File: config.mk
export PLATFORM = sky130hd
export DESIGN_NAME = mips_multicycle_ctrl
export DESIGN_NICKNAME = d
export VERILOG_FILES = /design/src/rtl/mips_ctrl_pkg.sv /design/src/rtl/mips_alu_decoder.sv /design/src/rtl/mips_multicycle_ctrl.sv
export SDC_FILE = /design/constraint.sdc
export NUM_CORES = 1
export LEC_CHECK = 0
export CORE_MARGIN = 4
export CORE_UTILIZATION = 44
export CTS_BUF_LIST = sky130_fd_sc_hd__clkbuf_4 sky130_fd_sc_hd__clkbuf_8
export DETAILED_ROUTE_END_ITERATION = 6
export GPL_ROUTABILITY_DRIVEN = 0
export GPL_TIMING_DRIVEN = 0
export HOLD_SLACK_MARGIN = 0.1
export PLACE_DENSITY = 0.87
export SYNTH_ARGS = -nofsm -noshare
export SYNTH_HDL_FRONTEND = slang
export SYNTH_HIERARCHICAL = 1
export SYNTH_SLANG_ARGS = --single-unit
File: constraint.sdc
create_clock -name clk -period 5.2 [get_ports clk]
set_input_delay 0.52 -clock clk [delete_from_list [all_inputs] [get_ports clk]]
set_output_delay 0.52 -clock clk [all_outputs]
set_load 0.02 [all_outputs]
File: src/rtl/mips_ctrl_pkg.sv
// Shared encodings for the multi-cycle MIPS controller: states, opcodes, functs, ALU codes.
// BNEBR exists only when BNE_EN is defined.
package mips_ctrl_pkg;

    localparam int ST_BITS = 4;

    typedef enum logic [ST_BITS-1:0] {
        FETCH   = 4'd0,
        DECODE  = 4'd1,
        MEMADR  = 4'd2,
        MEMRD   = 4'd3,
        MEMWB   = 4'd4,
        MEMWR   = 4'd5,
        EXECUTE = 4'd6,
        ALUWB   = 4'd7,
        BRANCH  = 4'd8,
        ADDIEX  = 4'd9,
        ADDIWB  = 4'd10,
        JUMP    = 4'd11
`ifdef BNE_EN
        , BNEBR = 4'd12
`endif
    } state_t;

    localparam logic [5:0] OP_RTYPE = 6'b000000;
    localparam logic [5:0] OP_LW    = 6'b100011;
    localparam logic [5:0] OP_SW    = 6'b101011;
    localparam logic [5:0] OP_BEQ   = 6'b000100;
    localparam logic [5:0] OP_ADDI  = 6'b001000;
    localparam logic [5:0] OP_J     = 6'b000010;
    localparam logic [5:0] OP_BNE   = 6'b000101;

    localparam logic [5:0] FN_ADD = 6'b100000;
    localparam logic [5:0] FN_SUB = 6'b100010;
    localparam logic [5:0] FN_AND = 6'b100100;
    localparam logic [5:0] FN_OR  = 6'b100101;
    localparam logic [5:0] FN_SLT = 6'b101010;
    localparam logic [5:0] FN_SLL = 6'b000000;

    localparam logic [3:0] ALU_ADD = 4'b0010;
    localparam logic [3:0] ALU_SUB = 4'b0110;
    localparam logic [3:0] ALU_AND = 4'b0000;
    localparam logic [3:0] ALU_OR  = 4'b0001;
    localparam logic [3:0] ALU_SLT = 4'b0111;
    localparam logic [3:0] ALU_SLL = 4'b1000;

    localparam logic [1:0] ALUOP_ADD   = 2'b00;
    localparam logic [1:0] ALUOP_SUB   = 2'b01;
    localparam logic [1:0] ALUOP_FUNCT = 2'b10;

    localparam logic [1:0] SRCB_B      = 2'b00;
    localparam logic [1:0] SRCB_FOUR   = 2'b01;
    localparam logic [1:0] SRCB_IMM    = 2'b10;
    localparam logic [1:0] SRCB_IMM_SH = 2'b11;

    localparam logic [1:0] PCSRC_ALU    = 2'b00;
    localparam logic [1:0] PCSRC_ALUOUT = 2'b01;
    localparam logic [1:0] PCSRC_JUMP   = 2'b10;

endpackage

File: src/rtl/mips_alu_decoder.sv
// Combinational ALU decoder: maps the FSM's ALUOp and the instruction Funct to an ALU code,
// flagging any Funct the datapath does not implement.
module mips_alu_decoder
    import mips_ctrl_pkg::*;
#(
    parameter int ALUC_W = 4
) (
    input  logic [1:0]        alu_op,
    input  logic [5:0]        funct,
    output logic [ALUC_W-1:0] alu_control,
    output logic              funct_illegal
);

    always_comb begin
        alu_control   = ALUC_W'(ALU_ADD);
        funct_illegal = 1'b0;
        case (alu_op)
            ALUOP_SUB:   alu_control = ALUC_W'(ALU_SUB);
            ALUOP_FUNCT: begin
                case (funct)
                    FN_ADD:  alu_control = ALUC_W'(ALU_ADD);
                    FN_SUB:  alu_control = ALUC_W'(ALU_SUB);
                    FN_AND:  alu_control = ALUC_W'(ALU_AND);
                    FN_OR:   alu_control = ALUC_W'(ALU_OR);
                    FN_SLT:  alu_control = ALUC_W'(ALU_SLT);
                    FN_SLL:  alu_control = ALUC_W'(ALU_SLL);
                    // Unknown funct still executes as an add so the instruction completes.
                    default: funct_illegal = 1'b1;
                endcase
            end
            default: alu_control = ALUC_W'(ALU_ADD);
        endcase
    end

endmodule

File: src/rtl/mips_multicycle_ctrl.sv
// Moore FSM sequencing a multi-cycle MIPS datapath; outputs decode the state register.
// Optional macro BNE_EN adds the BNEBR state for bne (opcode 000101).
module mips_multicycle_ctrl
    import mips_ctrl_pkg::*;
#(
    parameter int ALUC_W = 4,
    parameter int ST_W   = 4
) (
    input  logic              clk,
    input  logic              reset,
    input  logic [5:0]        Op,
    input  logic [5:0]        Funct,
    input  logic              Zero,
    output logic              IorD,
    output logic              MemWrite,
    output logic              IRWrite,
    output logic              PCEn,
    output logic              RegDst,
    output logic              MemtoReg,
    output logic              RegWrite,
    output logic              ALUSrcA,
    output logic [1:0]        ALUSrcB,
    output logic [1:0]        PCSrc,
    output logic [ALUC_W-1:0] ALUControl,
    output logic              illegal,
    output logic [ST_W-1:0]   state_dbg
);

    state_t            state;
    logic [1:0]        alu_op;
    logic [ALUC_W-1:0] alu_ctrl;
    logic              funct_illegal;
    logic              pc_write;
    logic              branch;
    logic              branch_ne;

    mips_alu_decoder #(.ALUC_W(ALUC_W)) u_alu_dec (
        .alu_op        (alu_op),
        .funct         (Funct),
        .alu_control   (alu_ctrl),
        .funct_illegal (funct_illegal)
    );

    always_ff @(posedge clk or posedge reset) begin
        if (reset) begin
            state   <= FETCH;
            illegal <= 1'b0;
        end else begin
            case (state)
                FETCH:   state <= DECODE;
                DECODE: begin
                    case (Op)
                        OP_LW, OP_SW: state <= MEMADR;
                        OP_RTYPE:     state <= EXECUTE;
                        OP_BEQ:       state <= BRANCH;
                        OP_ADDI:      state <= ADDIEX;
                        OP_J:         state <= JUMP;
`ifdef BNE_EN
                        OP_BNE:       state <= BNEBR;
`endif
                        default: begin
                            state   <= FETCH;
                            illegal <= 1'b1;
                        end
                    endcase
                end
                MEMADR:  state <= (Op == OP_LW) ? MEMRD : MEMWR;
                MEMRD:   state <= MEMWB;
                EXECUTE: begin
                    if (funct_illegal)
                        illegal <= 1'b1;
                    state <= ALUWB;
                end
                ADDIEX:  state <= ADDIWB;
                default: state <= FETCH;
            endcase
        end
    end

    always_comb begin
        IorD      = 1'b0;
        MemWrite  = 1'b0;
        IRWrite   = 1'b0;
        RegDst    = 1'b0;
        MemtoReg  = 1'b0;
        RegWrite  = 1'b0;
        ALUSrcA   = 1'b0;
        ALUSrcB   = SRCB_B;
        PCSrc     = PCSRC_ALU;
        alu_op    = ALUOP_ADD;
        pc_write  = 1'b0;
        branch    = 1'b0;
        branch_ne = 1'b0;
        case (state)
            FETCH: begin
                IRWrite  = 1'b1;
                ALUSrcB  = SRCB_FOUR;
                pc_write = 1'b1;
            end
            DECODE:  ALUSrcB = SRCB_IMM_SH;
            MEMADR: begin
                ALUSrcA = 1'b1;
                ALUSrcB = SRCB_IMM;
            end
            MEMRD:   IorD = 1'b1;
            MEMWB: begin
                MemtoReg = 1'b1;
                RegWrite = 1'b1;
            end
            MEMWR: begin
                IorD     = 1'b1;
                MemWrite = 1'b1;
            end
            EXECUTE: begin
                ALUSrcA = 1'b1;
                alu_op  = ALUOP_FUNCT;
            end
            ALUWB: begin
                RegDst   = 1'b1;
                RegWrite = 1'b1;
            end
            BRANCH: begin
                ALUSrcA = 1'b1;
                alu_op  = ALUOP_SUB;
                branch  = 1'b1;
                PCSrc   = PCSRC_ALUOUT;
            end
`ifdef BNE_EN
            BNEBR: begin
                ALUSrcA   = 1'b1;
                alu_op    = ALUOP_SUB;
                branch_ne = 1'b1;
                PCSrc     = PCSRC_ALUOUT;
            end
`endif
            ADDIEX: begin
                ALUSrcA = 1'b1;
                ALUSrcB = SRCB_IMM;
            end
            ADDIWB:  RegWrite = 1'b1;
            JUMP: begin
                PCSrc    = PCSRC_JUMP;
                pc_write = 1'b1;
            end
            default: ;
        endcase
        PCEn = pc_write | (branch & Zero) | (branch_ne & ~Zero);
        // Reset overrides the state decode so nothing is written while it is held.
        if (reset) begin
            IorD     = 1'b0;
            MemWrite = 1'b0;
            IRWrite  = 1'b0;
            PCEn     = 1'b0;
            RegDst   = 1'b0;
            MemtoReg = 1'b0;
            RegWrite = 1'b0;
            ALUSrcA  = 1'b0;
            ALUSrcB  = 2'b00;
            PCSrc    = 2'b00;
        end
    end

    assign ALUControl = reset ? '0 : alu_ctrl;
    assign state_dbg  = ST_W'(state);

endmodule

==> results_dict.tcl <==
set metrics [dict create \
    rr_startpoint "state_dbg[0]" \
    drv_cap 0 \
    use_met3 0.0221 \
    critPathMaxFanout 10 \
    hold_depth 2 \
    synth.area.top_cells "dfrtp_1 (18%), nor2b_1 (5.3%), nor3b_2 (5.3%), nor2_1 (4.2%), ha_1 (3.5%)" \
    synth_top_family_by_area "simple AND/OR/NAND/NOR gates" \
    avgViaCountPerCell 5.99 \
    crit_start "state_dbg[0]" \
    layout_commonest_cell "clkdlybuf4s50_1" \
    worstHoldStart "illegal" \
    via_count 880 \
    arrival_ns 2.74 \
    gr-max-usage-layer "met2" \
    async_flop_share 1.00 \
    cts.sinks 5 \
    syn_nets 109 \
    core_um2 1510 \
    ctsResizeCount 0 \
    fmax_ghz 0.307 \
    cts_made_buffers 3 \
    synthAdderAreaFrac 0.0353 \
    nets 149 \
    cp-endpoint "ALUControl[0]" \
    synth_compound_area_frac 0.230 \
    final_cell_mix "clkdlybuf4s50_1 (35), nor2_1 (8), nor2b_1 (6)" \
    syn_inst 92 \
    fin_worst_skew_ns 0.000530 \
    gr-total-overflow 0 \
    post-place-ws_ns 2.20 \
    synthXorXnorAreaFrac 0.0247 \
    track_usage 0.205 \
    area_delta_synth_final_pct 56.5 \
    syn_area_per_cell_um2 7.70 \
    fin_setup_tns_ns 0 \
    grt_pass1_vias 773 \
    ys.flop_type "dfrtp_1" \
    grt_pass1_wl_um 3460 \
    met1_usage 0.283 \
    fin_ws_ns 1.94 \
    ant_nets 0 \
    fin_crit_sh 0.626 \
    clk_pin_slew_ns 0.05 \
    slew_viol_final 0 \
    synth_mux_area_frac 0 \
    cts_setup_buffers 0 \
    rsz0062_at_grt "false" \
    cp_slowest_cell "clkdlybuf4s50_1" \
    worst-path-buf-inv 3 \
    drc 0 \
    synth_edf_count 0 \
    crit_chain "buf_2, nor3_1, inv_1, ha_1, or2b_1, nor3b_2, nor2b_1, clkdlybuf4s50_1" \
    yosysWarnings 6 \
    p_leak_uw 0.000373 \
    critPathCaptureType "primary output" \
    antenna_found_initial 0 \
    setup_violations 0 \
    ir_drop_uv 185 \
    cts_tree "yes" \
    r2r_cells 7 \
    io_pins 36 \
    min_period_ns 3.26 \
    ys_ff_latch 5 \
    drt_iter0_markers 20 \
    worstPathRequired_ns 4.68 \
    hold_slack_ns 0.490 \
    crit_family "buffers and inverters" \
    cpPeakStageDelay_ns 0.61 \
    ys_types 41 \
    start_util 0.470 \
    regToRegEndpoint "illegal" \
    cts_buffer_depth 2 \
    synth_largest_area_cell "dfrtp_1" \
    worst-setup-path-type "reg -> out" \
    routedWlPerCell_um 14.0 \
    worst_pin_slew_ns 0.442 \
    syn_area_um2 708 \
    htree_num_levels 1 \
    drive_gt1_frac 0.130 \
    rows 14 \
    wl_um 2060 \
    multiInputGateArea_um2 536 \
    dieArea_um2 2320 \
    io_buffers 35 \
    fin_cells 147 \
    seq_area_um2 125 \
    relSlewSlack 0.706 \
    cts.root.buffer_cell "clkbuf_4" \
    antenna_cells 0 \
    cp-start-kind "flip-flop" \
    gr-usage-met2 0.330 \
    cellPowerDensity_nw_per_um2 257 \
    insertion_delay_ns 0.25 \
    synth_top_area_frac 0.177 \
    n_fill_cell 124 \
    dr.pass1.iters 4 \
    grt_start_max_net_pins 11 \
    holdBufCountCts 0 \
    hold_viol 0 \
    hpwl_um 1650 \
    ys_seq_area_frac 0.177 \
    synth-simple-area-share 0.466 \
    hold_path.class "reg -> reg" \
    cp.depth 8 \
    dp_cells 143 \
    die_h_um 48.1 \
    status "complete, no violations" \
    ff2ff_setup_slack_ns 3.33 \
    die_w_um 48.1 \
]
## cell usage after synthesis (2+ instances only)
| library cell | number |
|---|---|
| nand2b_1 | 4 |
| ha_1 | 2 |
| nor3b_2 | 3 |
| a21oi_1 | 3 |
| nor2b_1 | 6 |
| buf_2 | 2 |
| nand3_1 | 3 |
| nor3_1 | 5 |
| nand4_1 | 2 |
| nor2_1 | 8 |
| nor4_1 | 4 |
| o21ai_1 | 2 |
| inv_1 | 5 |
| xor2_1 | 2 |
| and2_1 | 2 |
| buf_4 | 2 |
| a221oi_1 | 2 |
| nor3_2 | 2 |
| dfrtp_1 | 5 |
| a31oi_1 | 2 |
| o21ai_0 | 5 |
| a211oi_1 | 2 |
## power by group
| part | leakage, uW | internal, uW | switching (uW) |
|---|---|---|---|
| combinational | 0.000293 | 79.8 | 93.9 |
| sequential | 0.0000619 | 45.9 | 12.0 |
| clock | 0.0000184 | 34.4 | 18.6 |
## routing by layer
layer,vias to the layer above,routed length [um]
li1,429,-
met1,410,929
met2,36,949
met3,5,150
met4,0,31
met5,-,0
## registers in the layout, summed over array words and instances, names as in the netlist
register / count
illegal: 1
state_dbg: 4
## worst min path at each step
stage          slack, ns      end
2_1_floorplan       0.32  illegal
3_3_place_gp        0.47  illegal
3_5_place_dp        0.48  illegal
4_1_cts             0.49  illegal
5_1_grt             0.51  illegal
6_report            0.49  illegal
## cells by family (layout without fill, tap and decap cells)
family | after synthesis | in the layout
XOR/XNOR | 2 | 2
buffers and inverters | 10 | 49
flip-flops | 5 | 5
AO/OA/AOI/OAI | 24 | 24
AND/OR/NAND/NOR | 49 | 49
adder cells (fa/ha/maj) | 2 | 2
## tightest hold or removal path: stages (launching register included)
cell	delay (ns)
dfrtp_1	0.33
a221oi_1	0.05
o21ai_1	0.07
## per-stage QoR
stage,power [uW],utilization,area (um2)
6_report,285,0.736,1110
5_1_grt,305,0.736,1110
4_1_cts,282,0.736,1110
3_5_place_dp,230,0.716,1080
3_3_place_gp,228,0.716,1080
2_1_floorplan,159,-,708
## cell type report
| type | instances | area share |
|---|---|---|
| multi-input combinational | 77 | 0.483 |
| timing repair buffer | 35 | 0.316 |
| sequential | 5 | 0.113 |
| inverter | 5 | 0.0169 |
| tap | 16 | 0.0181 |
| buffer | 5 | 0.0260 |
| clock buffer | 4 | 0.0271 |
Power figures use the tool's default switching activity.
